## config.mk

```make
export PLATFORM = sky130hd
export DESIGN_NAME = regfile_writeback
export DESIGN_NICKNAME = d
export VERILOG_FILES = /design/src/rtl/rv32_pkg.sv /design/src/rtl/regfile_writeback_load_align.sv /design/src/rtl/regfile_writeback.sv
export SDC_FILE = /design/constraint.sdc
export NUM_CORES = 1
export LEC_CHECK = 0
export CAP_MARGIN = 40
export CELL_PAD_IN_SITES_DETAIL_PLACEMENT = 0
export CELL_PAD_IN_SITES_GLOBAL_PLACEMENT = 1
export CORE_MARGIN = 3
export CORE_UTILIZATION = 30
export DETAILED_ROUTE_END_ITERATION = 8
export GPL_TIMING_DRIVEN = 0
export PLACE_DENSITY_LB_ADDON = 0.1
export SLEW_MARGIN = 20
export SYNTH_ARGS = -nofsm -noshare
export SYNTH_HDL_FRONTEND = slang
export SYNTH_SLANG_ARGS = --single-unit
export TNS_END_PERCENT = 5
```

## constraint.sdc

```tcl
create_clock -name clk -period 1.8 [get_ports clk]
set_input_delay 0.18 -clock clk [delete_from_list [all_inputs] [get_ports clk]]
set_output_delay 0.18 -clock clk [all_outputs]
set_load 0.03 [all_outputs]
```

## src/rtl/rv32_pkg.sv

```systemverilog
// Shared RV32I core definitions: architectural widths, load funct3 encodings
// and the writeback FSM state type.
package rv32_pkg;

    localparam int XLEN           = 32;
    localparam int REG_ADDR_WIDTH = 5;
    localparam int REG_FILE_SIZE  = 32;

    localparam logic [2:0] LB  = 3'b000;
    localparam logic [2:0] LH  = 3'b001;
    localparam logic [2:0] LW  = 3'b010;
    localparam logic [2:0] LBU = 3'b100;
    localparam logic [2:0] LHU = 3'b101;

    typedef enum logic [0:0] {
        WB_IDLE     = 1'b0,
        WB_WAIT_MEM = 1'b1
    } wb_state_t;

endpackage

```

## src/rtl/regfile_writeback_load_align.sv

```systemverilog
// Combinational load formatter: selects the byte/halfword lane addressed by
// offset, sign- or zero-extends it, and flags misaligned accesses.
module load_align #(
    parameter int XLEN = rv32_pkg::XLEN
) (
    input  logic [2:0]      funct3,
    input  logic [1:0]      offset,
    input  logic [XLEN-1:0] rdata,
    output logic [XLEN-1:0] data,
    output logic            misaligned
);
    import rv32_pkg::*;

    function automatic logic [XLEN-1:0] sext8(input logic signed [7:0] v);
        return {{(XLEN-8){v[7]}}, v};
    endfunction

    function automatic logic [XLEN-1:0] zext8(input logic signed [7:0] v);
        return {{(XLEN-8){1'b0}}, v};
    endfunction

    function automatic logic [XLEN-1:0] sext16(input logic signed [15:0] v);
        return {{(XLEN-16){v[15]}}, v};
    endfunction

    function automatic logic [XLEN-1:0] zext16(input logic signed [15:0] v);
        return {{(XLEN-16){1'b0}}, v};
    endfunction

    logic signed [7:0]  byte_sel;
    logic signed [15:0] half_sel;

    always_comb begin
        case (offset)
            2'd0:    byte_sel = rdata[7:0];
            2'd1:    byte_sel = rdata[15:8];
            2'd2:    byte_sel = rdata[23:16];
            default: byte_sel = rdata[31:24];
        endcase
        half_sel = offset[1] ? rdata[31:16] : rdata[15:0];
    end

    // Reserved encodings fall through to the word path.
    always_comb begin
        data       = rdata;
        misaligned = 1'b0;
        case (funct3)
            LB:  data = sext8(byte_sel);
            LBU: data = zext8(byte_sel);
            LH: begin
                data       = sext16(half_sel);
                misaligned = offset[0];
            end
            LHU: begin
                data       = zext16(half_sel);
                misaligned = offset[0];
            end
            default: begin
                data       = rdata;
                misaligned = (offset != 2'b00);
            end
        endcase
    end

endmodule

```

## src/rtl/regfile_writeback.sv

```systemverilog
// Regfile write-port master: merges ALU results and formatted load data and
// keeps the pending-load scoreboard. Optional macro WB_FWD_EN adds forwarding.
module regfile_writeback #(
    parameter int XLEN           = rv32_pkg::XLEN,
    parameter int REG_ADDR_WIDTH = rv32_pkg::REG_ADDR_WIDTH,
    parameter int REG_FILE_SIZE  = rv32_pkg::REG_FILE_SIZE
) (
    input  logic                      clk,
    input  logic                      rst,
    input  logic                      alu_valid,
    output logic                      alu_ready,
    input  logic [REG_ADDR_WIDTH-1:0] alu_rd,
    input  logic [XLEN-1:0]           alu_data,
    input  logic                      ld_valid,
    output logic                      ld_ready,
    input  logic [REG_ADDR_WIDTH-1:0] ld_rd,
    input  logic [2:0]                ld_funct3,
    input  logic [1:0]                ld_offset,
    input  logic                      mem_rvalid,
    input  logic [XLEN-1:0]           mem_rdata,
`ifdef WB_FWD_EN
    input  logic [REG_ADDR_WIDTH-1:0] r1_addr,
    input  logic [REG_ADDR_WIDTH-1:0] r2_addr,
    output logic                      r1_fwd_valid,
    output logic                      r2_fwd_valid,
    output logic [XLEN-1:0]           r1_fwd_data,
    output logic [XLEN-1:0]           r2_fwd_data,
`endif
    output logic [REG_ADDR_WIDTH-1:0] rd_addr,
    output logic [XLEN-1:0]           rd_data,
    output logic                      write_en,
    output logic [REG_FILE_SIZE-1:0]  busy_mask,
    output logic                      ld_err
);
    import rv32_pkg::*;

    wb_state_t                 state;
    logic [REG_ADDR_WIDTH-1:0] ld_rd_p1;
    logic [2:0]                ld_funct3_p1;
    logic [1:0]                ld_offset_p1;

    logic [XLEN-1:0] fmt_data;
    logic            fmt_mis;
    logic            in_wait;
    logic            ld_done;
    logic            waw_stall;
    logic            ld_accept;
    logic            alu_accept;

    assign in_wait    = (state == WB_WAIT_MEM);
    assign ld_done    = in_wait && mem_rvalid;
    assign waw_stall  = in_wait && (alu_rd == ld_rd_p1) && (alu_rd != '0);
    assign alu_ready  = !ld_done && !waw_stall;
    assign ld_ready   = !in_wait;
    assign ld_accept  = ld_valid && !in_wait;
    assign alu_accept = alu_valid && alu_ready;

    load_align #(.XLEN(XLEN)) u_load_align (
        .funct3     (ld_funct3_p1),
        .offset     (ld_offset_p1),
        .rdata      (mem_rdata),
        .data       (fmt_data),
        .misaligned (fmt_mis)
    );

    // Stage p1: registered write port; a completing load owns the port.
    always_ff @(posedge clk or negedge rst) begin
        if (!rst) begin
            state        <= WB_IDLE;
            ld_rd_p1     <= '0;
            ld_funct3_p1 <= '0;
            ld_offset_p1 <= '0;
            write_en     <= 1'b0;
            rd_addr      <= '0;
            rd_data      <= '0;
            busy_mask    <= '0;
            ld_err       <= 1'b0;
        end else begin
            write_en <= 1'b0;
            ld_err   <= mem_rvalid && !in_wait;

            if (ld_done) begin
                state               <= WB_IDLE;
                busy_mask[ld_rd_p1] <= 1'b0;
                if (fmt_mis) begin
                    ld_err <= 1'b1;
                end else if (ld_rd_p1 != '0) begin
                    write_en <= 1'b1;
                    rd_addr  <= ld_rd_p1;
                    rd_data  <= fmt_data;
                end
            end else if (alu_accept && (alu_rd != '0)) begin
                write_en <= 1'b1;
                rd_addr  <= alu_rd;
                rd_data  <= alu_data;
            end

            if (ld_accept) begin
                state        <= WB_WAIT_MEM;
                ld_rd_p1     <= ld_rd;
                ld_funct3_p1 <= ld_funct3;
                ld_offset_p1 <= ld_offset;
                if (ld_rd != '0)
                    busy_mask[ld_rd] <= 1'b1;
            end
        end
    end

`ifdef WB_FWD_EN
    assign r1_fwd_valid = write_en && (rd_addr == r1_addr) && (r1_addr != '0);
    assign r2_fwd_valid = write_en && (rd_addr == r2_addr) && (r2_addr != '0);
    assign r1_fwd_data  = rd_data;
    assign r2_fwd_data  = rd_data;
`endif

endmodule

```

# --- Word-level counts from Yosys, hierarchy flattened ---
# Cells that the tools add are included.
classes:
  mux: 27
  n_lt_le_gt_ge: 4
  bitwise: 3
  eq_ne: 8
  reduce_logical: 24
ops:
  columns: ["operator", "n"]
  rows:
  - ["$mux 32", 7]
  - ["$pmux 32 s4", 1]
  - ["$and 32x32->32", 1]
  - ["$not 32->32", 1]
  - ["$or 32x32->32", 1]
  - ["$pmux 8 s3", 1]
  - ["$mux 5", 4]
  - ["$mux 16", 1]
  - ["$reduce_bool 5->1", 3]
  - ["$lt 5x6->1 const B", 2]
  - ["$demux 1 s5", 2]
  - ["$ge 5x1->1 const B", 2]
  - ["$logic_and 1x1->1", 10]
  - ["$mux 1", 10]
  - ["$eq 3x3->1 const B", 2]
  - ["$reduce_bool 2->1", 3]
  - ["$eq 5x5->1", 1]
  - ["$reduce_or 2->1", 2]
  - ["$eq 3x1->1 const B", 1]
  - ["$logic_not 1->1", 3]
  - ["$logic_not 3->1", 1]
  - ["$reduce_and 3->1", 1]
  - ["$eq 2x1->1 const B", 1]
  - ["$eq 2x2->1 const B", 1]
  - ["other kinds (4)", 4]
totals:
  elab_cells: 75
  reg_bits: 82
  output_inout_bits: 73
  input_bits: 84

# --- Depth between registers and ports, before layout ---
# Gate-level depths: netlist (run 1).
depth:
  word_depth: 10
  ltp_mapped: 7
  ltp_nobuf: 5

# --- By module ---
# Synthesis (run 1) repeated with hierarchy kept, for this count alone.
unflattened:
  hier_cells: 449
  area_unflattened_um2: 4565.6
by_module_without_submodules:
  columns: ["module", "n_inst", "cells_each", "area_per_inst_um2", "seq_area_each_um2"]
  rows:
  - ["regfile_writeback", 1, 342, 3766.1, 2052.0]
  - ["load_align", 1, 107, 799.5, 0.0]

# --- Least setup slack after synthesis (run 1) ---
# Ideal clock, no wire load.
synth_timing:
  kind: "register to register"
  start: "register ld_offset_p1[1]"
  end: "register rd_data[29]"
  period_less_slack_ps: 1889
  setup_ps: 125
  path_slack_ps: -89
  required_ps: 1675
  path_stages_with_launch: 8
  t_arrival_ps: 1764
  n_path_buf: 2
  path_cell_list: "dfrtp_1 > buf_6 > mux4_2 > nand2_2 > nor3b_4 > buf_6 > a211oi_1 > mux2_4"
synth_via:
  elab_chain_len: 6
  word_cells_on_any_way: 13
  cone_classes: "3 x eq/ne; 7 x mux; 3 x reduce/logical"
synth_rtl:
  columns: ["item", "line_no", "rtl"]
  rows:
  - ["start: declaration", "regfile_writeback.sv:40", "logic [1:0] ld_offset_p1;"]
  - ["start signal: assignment", "regfile_writeback.sv:102", "ld_offset_p1 <= ld_offset;"]
  - ["$eq 2x2->1, or another cell as far along", "regfile_writeback_load_align.sv:34", "case (offset)"]
  - ["$pmux 8 s3", "regfile_writeback_load_align.sv:34", null]
  - ["$pmux 32 s4", "regfile_writeback_load_align.sv:47", "case (funct3)"]
  - ["$mux 32", "regfile_writeback.sv:87", "end else if (ld_rd_p1 != '0) begin"]
  - ["$mux 32", "regfile_writeback.sv:85", "if (fmt_mis) begin"]
  - ["$mux 32", "regfile_writeback.sv:82", "if (ld_done) begin"]
  - ["end signal: assignment", "regfile_writeback.sv:90", "rd_data <= fmt_data;"]
  - ["end signal: assignment", "regfile_writeback.sv:95", "rd_data <= alu_data;"]
  - ["end: declaration", "regfile_writeback.sv:30", "output logic [XLEN-1:0] rd_data,"]
# Several ways; a longest one is shown, not always the timed one. The select of a mux whose other input is x is not followed.
# A chain may end at the register's enable or synchronous reset.

# --- Worst setup path after layout (run 1) ---
layout_timing:
  start: "register ld_offset_p1[1]"
  end: "register rd_data[22]"
# The elaborated chain is that of the path after synthesis.

==> flow_summary.ini, run 1 <==
[status]
status = finished with violations
violations = negative setup slack

[yosys]
synth-compound-area-share = 0.247
async_flop_share = 1.00
synth_nets = 547
synth_edf_count = 0
synth_top_family_by_area = compound AO/OA/AOI/OAI gates
muxShareOfSynthArea = 0.0806
synthFlopType = dfrtp_1
netlist_area_sq_um = 4330
yosys.area_share.simple = 0.145
synth_xor_area_frac = 0.0101
synth_fa_ha_area_frac = 0
syn_avg_cell_area_sq_um = 9.35
yosysUniqueCellTypes = 47
yosysWarnings = 0
yosysSeqAreaShare = 0.474
syn_inst = 463
ys_seq_elements = 82

[sta]
timing.final.hold_violations = 0
skew_ns = 0.00590
max_freq_mhz = 516
rsz0062_at_grt = true
setup_viol = 28
finalWorstSetupSlack_ns = -0.138
max_slew_margin = 0.645
setup_tns_ns = -2.48
slew_viol_final = 0
period_needed_ns = 1.94
period_share = 1.08
tightest_slew_ns = 0.531

[cts]
insertion_delay_ns = 0.35
clockRootBuffer = clkbuf_16
tritoncts = done
htree_levels = 3
path_clk_slew_ns = 0.07
cts_max_path_buffers = 2
clock_sinks = 82
cts_buffers = 9

[detailed_routing]
vias_per_cell = 5.18
ant_nets = 0
wire_per_inst_um = 19.0
dr.first_iter.drc_count = 264
wl_mm = 15.8
drc_errors = 0
dr.pass1.iters = 4
vias = 4308

[worst_setup_path]
max_stage_delay_ns = 0.51
slowest_stage = mux4_2
critPathKind = flop to flop
crit_top_cell = buf_6
crit_buf_inv = 3
crit_family = multiplexers
crit_fanout = 5
worstPathRequired_ns = 2.03
arrival_ns = 2.17
startpoint_type = flop
end_kind = flop
cp_cell_sequence = buf_6, mux4_2, nand2_2, nor3b_4, buf_6, buf_6, a211oi_1, mux2_2

[die]
core_sq_um = 14000
io_pins = 157
start_util = 0.309
rows = 43
die_height_um = 126
die-width_um = 126
die-area_sq_um = 15900

[power]
ir_drop_mv = 0.740
switching_share = 0.381
p_seq_frac = 0.297
switchingPower_mw = 3.50
design_power_total_mw = 9.20
p_per_area_nw_per_um2 = 1360
power_leakage_nw = 2.75
pwr-share-clk = 0.241
pwr-share-comb = 0.462
p_int_mw = 5.70

[cells_and_area]
layout.nets = 731
fin_cells = 832
final_layout_size_suffix_gt1_frac = 0.167
antennaDiodeCount = 0
final_cell_mix = clkdlybuf4s50_1 (150), dfrtp_1 (82), o21ai_0 (78)
area_growth_pct = 56.1
mostFrequentLayoutCell = clkdlybuf4s50_1

[worst_hold_path]
min_path_type = primary input to flop

[global_route]
grt_pass1_wl_mm = 25.0
antenna_found_initial = 0
grt_pass1_vias = 4513
grt_max_degree = 54
grtUsageTotal = 0.201
gr-total-overflow = 0

[place]
post-place-ws_ns = -1.05
io_buffers = 153
dp_cells = 797
gp_congestion = 0.885
dp_hpwl_mm = 11.6

[run]
drv_cap = 0
[what timing repair did]
| action | 4_1_cts | 5_1_grt |
|---|---|---|
| pin swaps | 4 | 3 |
| endpoints found under the setup margin | 55 | 50 |
| setup buffers | 15 | 2 |
| gates cloned | 1 | 0 |
| hold buffers | 1 | 0 |
| hold endpoints to repair | 29 | 0 |
| resized for setup | 36 | 24 |
[per-layer routing]
| layer | vias to the layer above | GRT usage | wire (um) | share of wire |
|---|---|---|---|---|
| met2 | 153 | 0.334 | 7490 | 0.47 |
| met5 | - | 0 | 0 | 0 |
| met1 | 2095 | 0.266 | 6960 | 0.44 |
| li1 | 2038 | - | - | - |
| met4 | 0 | 0.0618 | 281 | 0.018 |
| met3 | 22 | 0.0407 | 1050 | 0.066 |
[tightest hold or removal path, stage by stage]
cell and delay (ns):
clkbuf_1 0.22, nand2_1 0.11, nand2_1 0.05
[sequential cells by signal (all words and copies together), names as in the netlist]
| signal | cells |
|---|---|
| busy_mask | 32 |
| rd_data | 32 |
| ld_rd_p1 | 5 |
| rd_addr | 5 |
| ld_funct3_p1 | 3 |
| ld_offset_p1 | 2 |
| in_wait | 1 |
| ld_err | 1 |
| write_en | 1 |
[synthesized netlist by cell type, types with 4 or more instances]
cell | number | area, sq um
o221ai_1 | 9 | 78.8
buf_2 | 9 | 45.0
nor2_1 | 32 | 120
a211oi_1 | 16 | 120
o21ai_0 | 81 | 405
nand3_1 | 7 | 35.0
o21a_1 | 5 | 37.5
clkbuf_1 | 18 | 67.6
xnor2_1 | 5 | 43.8
a2bb2oi_1 | 8 | 70.1
o22ai_1 | 6 | 37.5
inv_1 | 7 | 26.3
dfrtp_1 | 82 | 2050
nor2b_1 | 5 | 31.3
buf_6 | 4 | 45.0
o22a_1 | 4 | 35.0
nand3b_1 | 6 | 45.0
mux2_2 | 25 | 282
nand2_1 | 66 | 248
a21oi_1 | 28 | 140
[metrics by stage]
step	util	instance area [sq um]	hold WS, ns
floorplan	-	4330	-0.116
global placement	0.435	6090	0.477
detailed placement	0.437	6110	0.158
CTS	0.477	6670	0.243
global route	0.483	6760	0.294
finish	0.483	6760	0.248
[final cells by class]
type	instances	area, sq um
buffer	33	209
clock buffer	11	243
clock inverter	5	110
fill	1333	7230
inverter	7	26.3
multi-input combinational	341	2180
sequential	82	2050
tap	180	225
timing repair buffer	173	1710
[worst paths after layout]
check	from	endpoint	slack (ns)	cells past startpoint
max in group asynchronous	rst	busy_mask[29]	0.86	3
hold / removal	ld_rd[2]	ld_rd_p1[2]	0.25	3
setup / recovery	ld_offset_p1[1]	rd_data[22]	-0.14	8
setup reg to reg	ld_offset_p1[1]	rd_data[22]	-0.14	8
min in group asynchronous	rst	write_en	0.32	2
hold reg to reg	rd_addr[0]	rd_addr[0]	0.50	1
[power by group through the flow]
stage          registers (mW)  clock network (mW)  logic [mW]
3_3_place_gp             2.75                   0        4.02
3_5_place_dp             2.76                   0        4.05
5_1_grt                  2.82                2.33        4.53
2_1_floorplan            3.74                   0        1.30
4_1_cts                  2.74                2.25        4.21
6_report                 2.74                2.22        4.25
[cells by family after synthesis]
logic type             Yosys count
AO/OA/AOI/OAI                  172
XOR/XNOR                         5
buffers and inverters           40
flip-flops                      82
multiplexers                    30
AND/OR/NAND/NOR                134
Power figures use the tool's default switching activity.
==> run 2, diff against run 1 <==
--- a/config.mk
+++ b/config.mk
@@ -10,6 +10,7 @@
 export CELL_PAD_IN_SITES_GLOBAL_PLACEMENT = 1
 export CORE_MARGIN = 3
 export CORE_UTILIZATION = 30
+export CTS_CLUSTER_SIZE = 30
 export DETAILED_ROUTE_END_ITERATION = 8
 export GPL_TIMING_DRIVEN = 0
 export PLACE_DENSITY_LB_ADDON = 0.1
@@ -17,4 +18,3 @@
 export SYNTH_ARGS = -nofsm -noshare
 export SYNTH_HDL_FRONTEND = slang
 export SYNTH_SLANG_ARGS = --single-unit
-export TNS_END_PERCENT = 5
==> flow_summary.ini, run 2 (synthesized netlist as in run 1, its figures left out) <==
[detailed_routing]
drc_errors = 0
vias_per_cell = 5.20
wire_per_inst_um = 19.4
wl_mm = 16.4
vias = 4393
dr.first_iter.drc_count = 213
dr.pass1.iters = 4
ant_nets = 0

[worst_setup_path]
slowest_stage = mux4_2
r2r-start = ld_offset_p1[1]
max_stage_delay_ns = 0.52
cp_cell_sequence = buf_6, mux4_2, nand2_2, nor3b_4, buf_6, buf_6, a211oi_1, mux2_2
rr_endpoint = rd_data[21]
reg2reg_slack_ns = -0.17
arrival_ns = 2.21
crit_top_cell = buf_6
crit_fanout = 5
worstPathRequired_ns = 2.03
startpoint_type = flop
critPathKind = flop to flop
rr_worst_depth = 8
end_kind = flop

[cts]
clockRootBuffer = clkbuf_16
path_clk_slew_ns = 0.07
htree_levels = 3
clock_sinks = 82
tritoncts = done
insertion_delay_ns = 0.35
cts_max_path_buffers = 2
cts_buffers = 9

[worst_hold_path]
whs_endpoint = ld_rd_p1[2]
whs_path_depth = 3
min-delay-start = ld_rd[2]
min_path_type = primary input to flop

[power]
p_per_area_nw_per_um2 = 1310
pwr-share-comb = 0.493
switching_share = 0.391
p_int_mw = 5.67
pwr-share-clk = 0.211
ir_drop_mv = 0.656
p_seq_frac = 0.296
switchingPower_mw = 3.64
design_power_total_mw = 9.31
power_leakage_nw = 2.90

[sta]
period_share = 1.10
max_freq_mhz = 507
timing.final.hold_violations = 0
skew_ns = 0.00796
tightest_slew_ns = 0.504
max_slew_margin = 0.664
rsz0062_at_grt = true
setup_viol = 28
slew_viol_final = 0
finalWorstSetupSlack_ns = -0.173
period_needed_ns = 1.97

[cells_and_area]
regArea_sq_um = 2050
area_growth_pct = 64.0
layout.nets = 744
antennaDiodeCount = 0
multi_input_area_sq_um = 2340
final_cell_mix = clkdlybuf4s50_1 (150), dfrtp_1 (81), o21ai_0 (74)
fillers = 1337
final_layout_size_suffix_gt1_frac = 0.221
top_regs = busy_mask (32), rd_data (32)
fin_area_sq_um = 7100
mostFrequentLayoutCell = clkdlybuf4s50_1

[die]
die_height_um = 126
die-area_sq_um = 15900
io_pins = 157
rows = 43
core_sq_um = 14000
start_util = 0.309
die-width_um = 126

[status]
status = finished with violations
violations = negative setup slack

[place]
placed_cell_area_sq_um = 6120
dp_hpwl_mm = 11.5
gp_congestion = 0.828
io_buffers = 153

[global_route]
grt_max_degree = 51
gr-total-overflow = 0
antenna_found_initial = 0
grtUsageTotal = 0.204
grt_pass1_vias = 4565
grt_pass1_wl_mm = 25.4

[run]
drv_cap = 0
[run 2: changes by cell type in the layout (fill, tap and decap cells not counted), sizes merged]
cell          delta
buf             +14
bufinv           -2
clkbuf           -2
inv              +2
clkinvlp         +1
dlygate4sd2      -1
dlymetal6s2s     +1
[run 2: worst max-delay path by stage]
| stage | start | slack, ns | depth (start not counted) | end |
|---|---|---|---|---|
| after floorplan | ld_offset_p1[1] | -0.09 | 7 | rd_data[29] |
| after detailed placement | mem_rvalid | -1.10 | 7 | alu_ready |
| after global routing | ld_offset_p1[1] | -0.22 | 8 | rd_data[24] |
| final | ld_offset_p1[1] | -0.17 | 8 | rd_data[21] |
| after global placement | rst | -2.60 | 1 | busy_mask[29] |
| after CTS | ld_offset_p1[1] | -0.17 | 7 | rd_data[21] |
[run 2: power by group through the flow]
stage	Clock, mW	Sequential [mW]	Combinational, mW
3_3_place_gp	0	2.75	4.01
2_1_floorplan	0	3.74	1.30
3_5_place_dp	0	2.76	4.05
4_1_cts	2.00	2.75	4.32
5_1_grt	2.10	2.83	4.88
6_report	1.97	2.76	4.59
[run 2: repair_timing]
item                                   CTS  global route
gates resized for setup                 47            70
gates cloned                             1             2
endpoints found under the hold margin   32             0
setup buffers                           19            13
hold buffers                             1             0
pin swaps                                5            16
setup endpoints to repair               54            60
[run 2: critical path, delay by kind of cell (launching register included)]
family | cells | cell delay (ns)
multiplexers | 2 | 0.79
buffers and inverters | 3 | 0.38
flip-flops | 1 | 0.35
AND/OR/NAND/NOR | 2 | 0.27
AO/OA/AOI/OAI | 1 | 0.08
[run 2: cell type report]
type / instances / share of cell area
Clock inverter: 6 / 0.0102
Buffer: 30 / 0.0344
Tap cell: 180 / 0.0317
Clock buffer: 10 / 0.0337
Timing Repair Buffer: 189 / 0.268
Inverter: 7 / 0.00370
Sequential cell: 82 / 0.289
Multi-Input combinational cell: 341 / 0.329
[run 2: per-layer routing]
layer / part of all wire / track usage / wire (um)
met2: 0.49 / 0.341 / 7980
met3: 0.056 / 0.0382 / 913
met5: 0 / 0 / 0
met1: 0.44 / 0.265 / 7170
met4: 0.019 / 0.0688 / 305
[run 2: per-stage QoR]
step / instances / utilization / setup TNS [ns] / hold slack [ns] / setup slack (ns)
2_1_floorplan: 463 / - / -1.06 / -0.116 / -0.0892
3_3_place_gp: 796 / 0.436 / -242.15 / 0.476 / -2.60
3_5_place_dp: 797 / 0.437 / -30.87 / 0.179 / -1.10
4_1_cts: 833 / 0.484 / -3.12 / 0.231 / -0.172
5_1_grt: 845 / 0.508 / -4.78 / 0.250 / -0.223
6_report: 845 / 0.508 / -2.59 / 0.246 / -0.173
==> run 3, diff against run 2 <==
--- a/config.mk
+++ b/config.mk
@@ -8,6 +8,7 @@
 export CAP_MARGIN = 40
 export CELL_PAD_IN_SITES_DETAIL_PLACEMENT = 0
 export CELL_PAD_IN_SITES_GLOBAL_PLACEMENT = 1
+export CORE_ASPECT_RATIO = 2
 export CORE_MARGIN = 3
 export CORE_UTILIZATION = 30
 export CTS_CLUSTER_SIZE = 30
==> flow_summary.ini, run 3 (synthesized netlist as in run 1, its figures left out) <==
[status]
status = finished with violations
violations = negative setup slack

[detailed_routing]
dr.pass1.iters = 5
vias_per_cell = 5.17
wl_mm = 17.5
met1_length_mm = 6.15
top_layer = met4
dr_wl_met3_um = 838
drc_errors = 0
vias = 4434
wire_per_inst_um = 20.4
dr.first_iter.drc_count = 146
wl_met2_mm = 9.60
ant_nets = 0

[worst_setup_path]
end_kind = flop
critPathKind = flop to flop
crit_fanout = 6
startpoint = ld_offset_p1[1]
startpoint_type = flop
worstPathRequired_ns = 2.03
r2r-start = ld_offset_p1[1]
arrival_ns = 2.19

[power]
p_per_area_nw_per_um2 = 1330
switchingPower_mw = 3.62
ir_drop_mv = 0.706
pwr-share-comb = 0.489
design_power_total_mw = 9.34
power_leakage_nw = 2.89
switching_share = 0.387
pwr-share-clk = 0.217
p_int_mw = 5.73
p_seq_frac = 0.294

[global_route]
grtUsageTotal = 0.211
gr-total-overflow = 0
grt_pass1_wl_mm = 25.8
grt_max_degree = 54
antenna_found_initial = 0
grt_pass1_vias = 4553

[place]
post-place-ws_ns = -1.11
placed_cell_area_sq_um = 6130
io_buffers = 153
dp_hpwl_mm = 12.9
gp_congestion = 0.855
dp_cells = 806

[die]
die-width_um = 90.9
rows = 61
io_pins = 157
core_sq_um = 14000
start_util = 0.308
die-area_sq_um = 16000
die_height_um = 176

[cts]
clock_sinks = 82
cts_max_path_buffers = 2
tritoncts = done
cts_buffers = 9
clockRootBuffer = clkbuf_16
htree_levels = 3
insertion_delay_ns = 0.34
path_clk_slew_ns = 0.07

[sta]
hold_slack_ns = 0.220
period_share = 1.09
max_slew_margin = 0.607
max_freq_mhz = 510
slew_viol_final = 0
timing.final.hold_violations = 0
rsz0062_at_grt = true
skew_ns = 0.00549
tightest_slew_ns = 0.590
finalWorstSetupSlack_ns = -0.162
setup_viol = 36
setup_tns_ns = -4.39
period_needed_ns = 1.96

[cells_and_area]
final_layout_size_suffix_gt1_frac = 0.199
mostFrequentLayoutCell = clkdlybuf4s50_1
top_regs = busy_mask (32), rd_data (32)
fillers = 1378
fin_area_sq_um = 7050
final_core_util = 0.502
fin_cells = 858
multi_input_area_sq_um = 2240
area_growth_pct = 62.8
regArea_sq_um = 2050
final_cell_mix = clkdlybuf4s50_1 (150), dfrtp_1 (82), o21ai_0 (77)
antennaDiodeCount = 0
layout.nets = 748

[run]
drv_cap = 0

[worst_hold_path]
min-delay-start = ld_rd[4]
min_path_type = primary input to flop
-- run 3: path summary, 6_finish.rpt --
kind / to / cells after the start / slack (ns)
worst min-delay path: ld_rd_p1[4] / 3 / 0.22
min in group asynchronous: rd_data[26] / 2 / 0.32
max in group asynchronous: busy_mask[15] / 3 / 0.85
worst max register to register: rd_data[24] / 8 / -0.16
worst min register to register: rd_data[22] / 1 / 0.51
worst max-delay path: rd_data[24] / 8 / -0.16
-- run 3: area by class of cell --
type,instances,share of cell area
Multi-Input combinational cell,341,0.318
Sequential cell,82,0.291
Timing Repair Buffer,193,0.275
Buffer,30,0.0337
Tap cell,189,0.0336
Clock buffer,10,0.0325
Clock inverter,6,0.0128
Inverter,7,0.00373
-- run 3: repair_timing --
item	CTS	global route
hold buffers	1	0
pin swaps	7	9
gates resized for setup	48	35
endpoints found under the hold margin	29	0
buffers inserted	20	16
gates cloned	2	0
endpoints found under the setup margin	55	52
-- run 3: worst max-delay path, cell delays in order (launching register included) --
cell,delay [ns]
dfrtp_1,0.34
buf_6,0.13
mux4_2,0.52
nand2_2,0.08
nor3b_4,0.20
buf_6,0.15
buf_6,0.11
a211oi_1,0.06
mux2_4,0.25
-- run 3: power groups by stage --
stage	clock network [mW]	registers [mW]	logic, mW
after detailed placement	0	2.76	4.09
after global placement	0	2.75	4.05
after CTS	2.07	2.74	4.36
after floorplan	0	3.74	1.30
after global routing	2.14	2.80	4.83
final	2.03	2.74	4.57
-- run 3: layer usage --
metal	vias up	track usage
met2	173	0.396
li1	2075	-
met5	-	0
met1	2138	0.212
met4	0	0.122
met3	48	0.0394
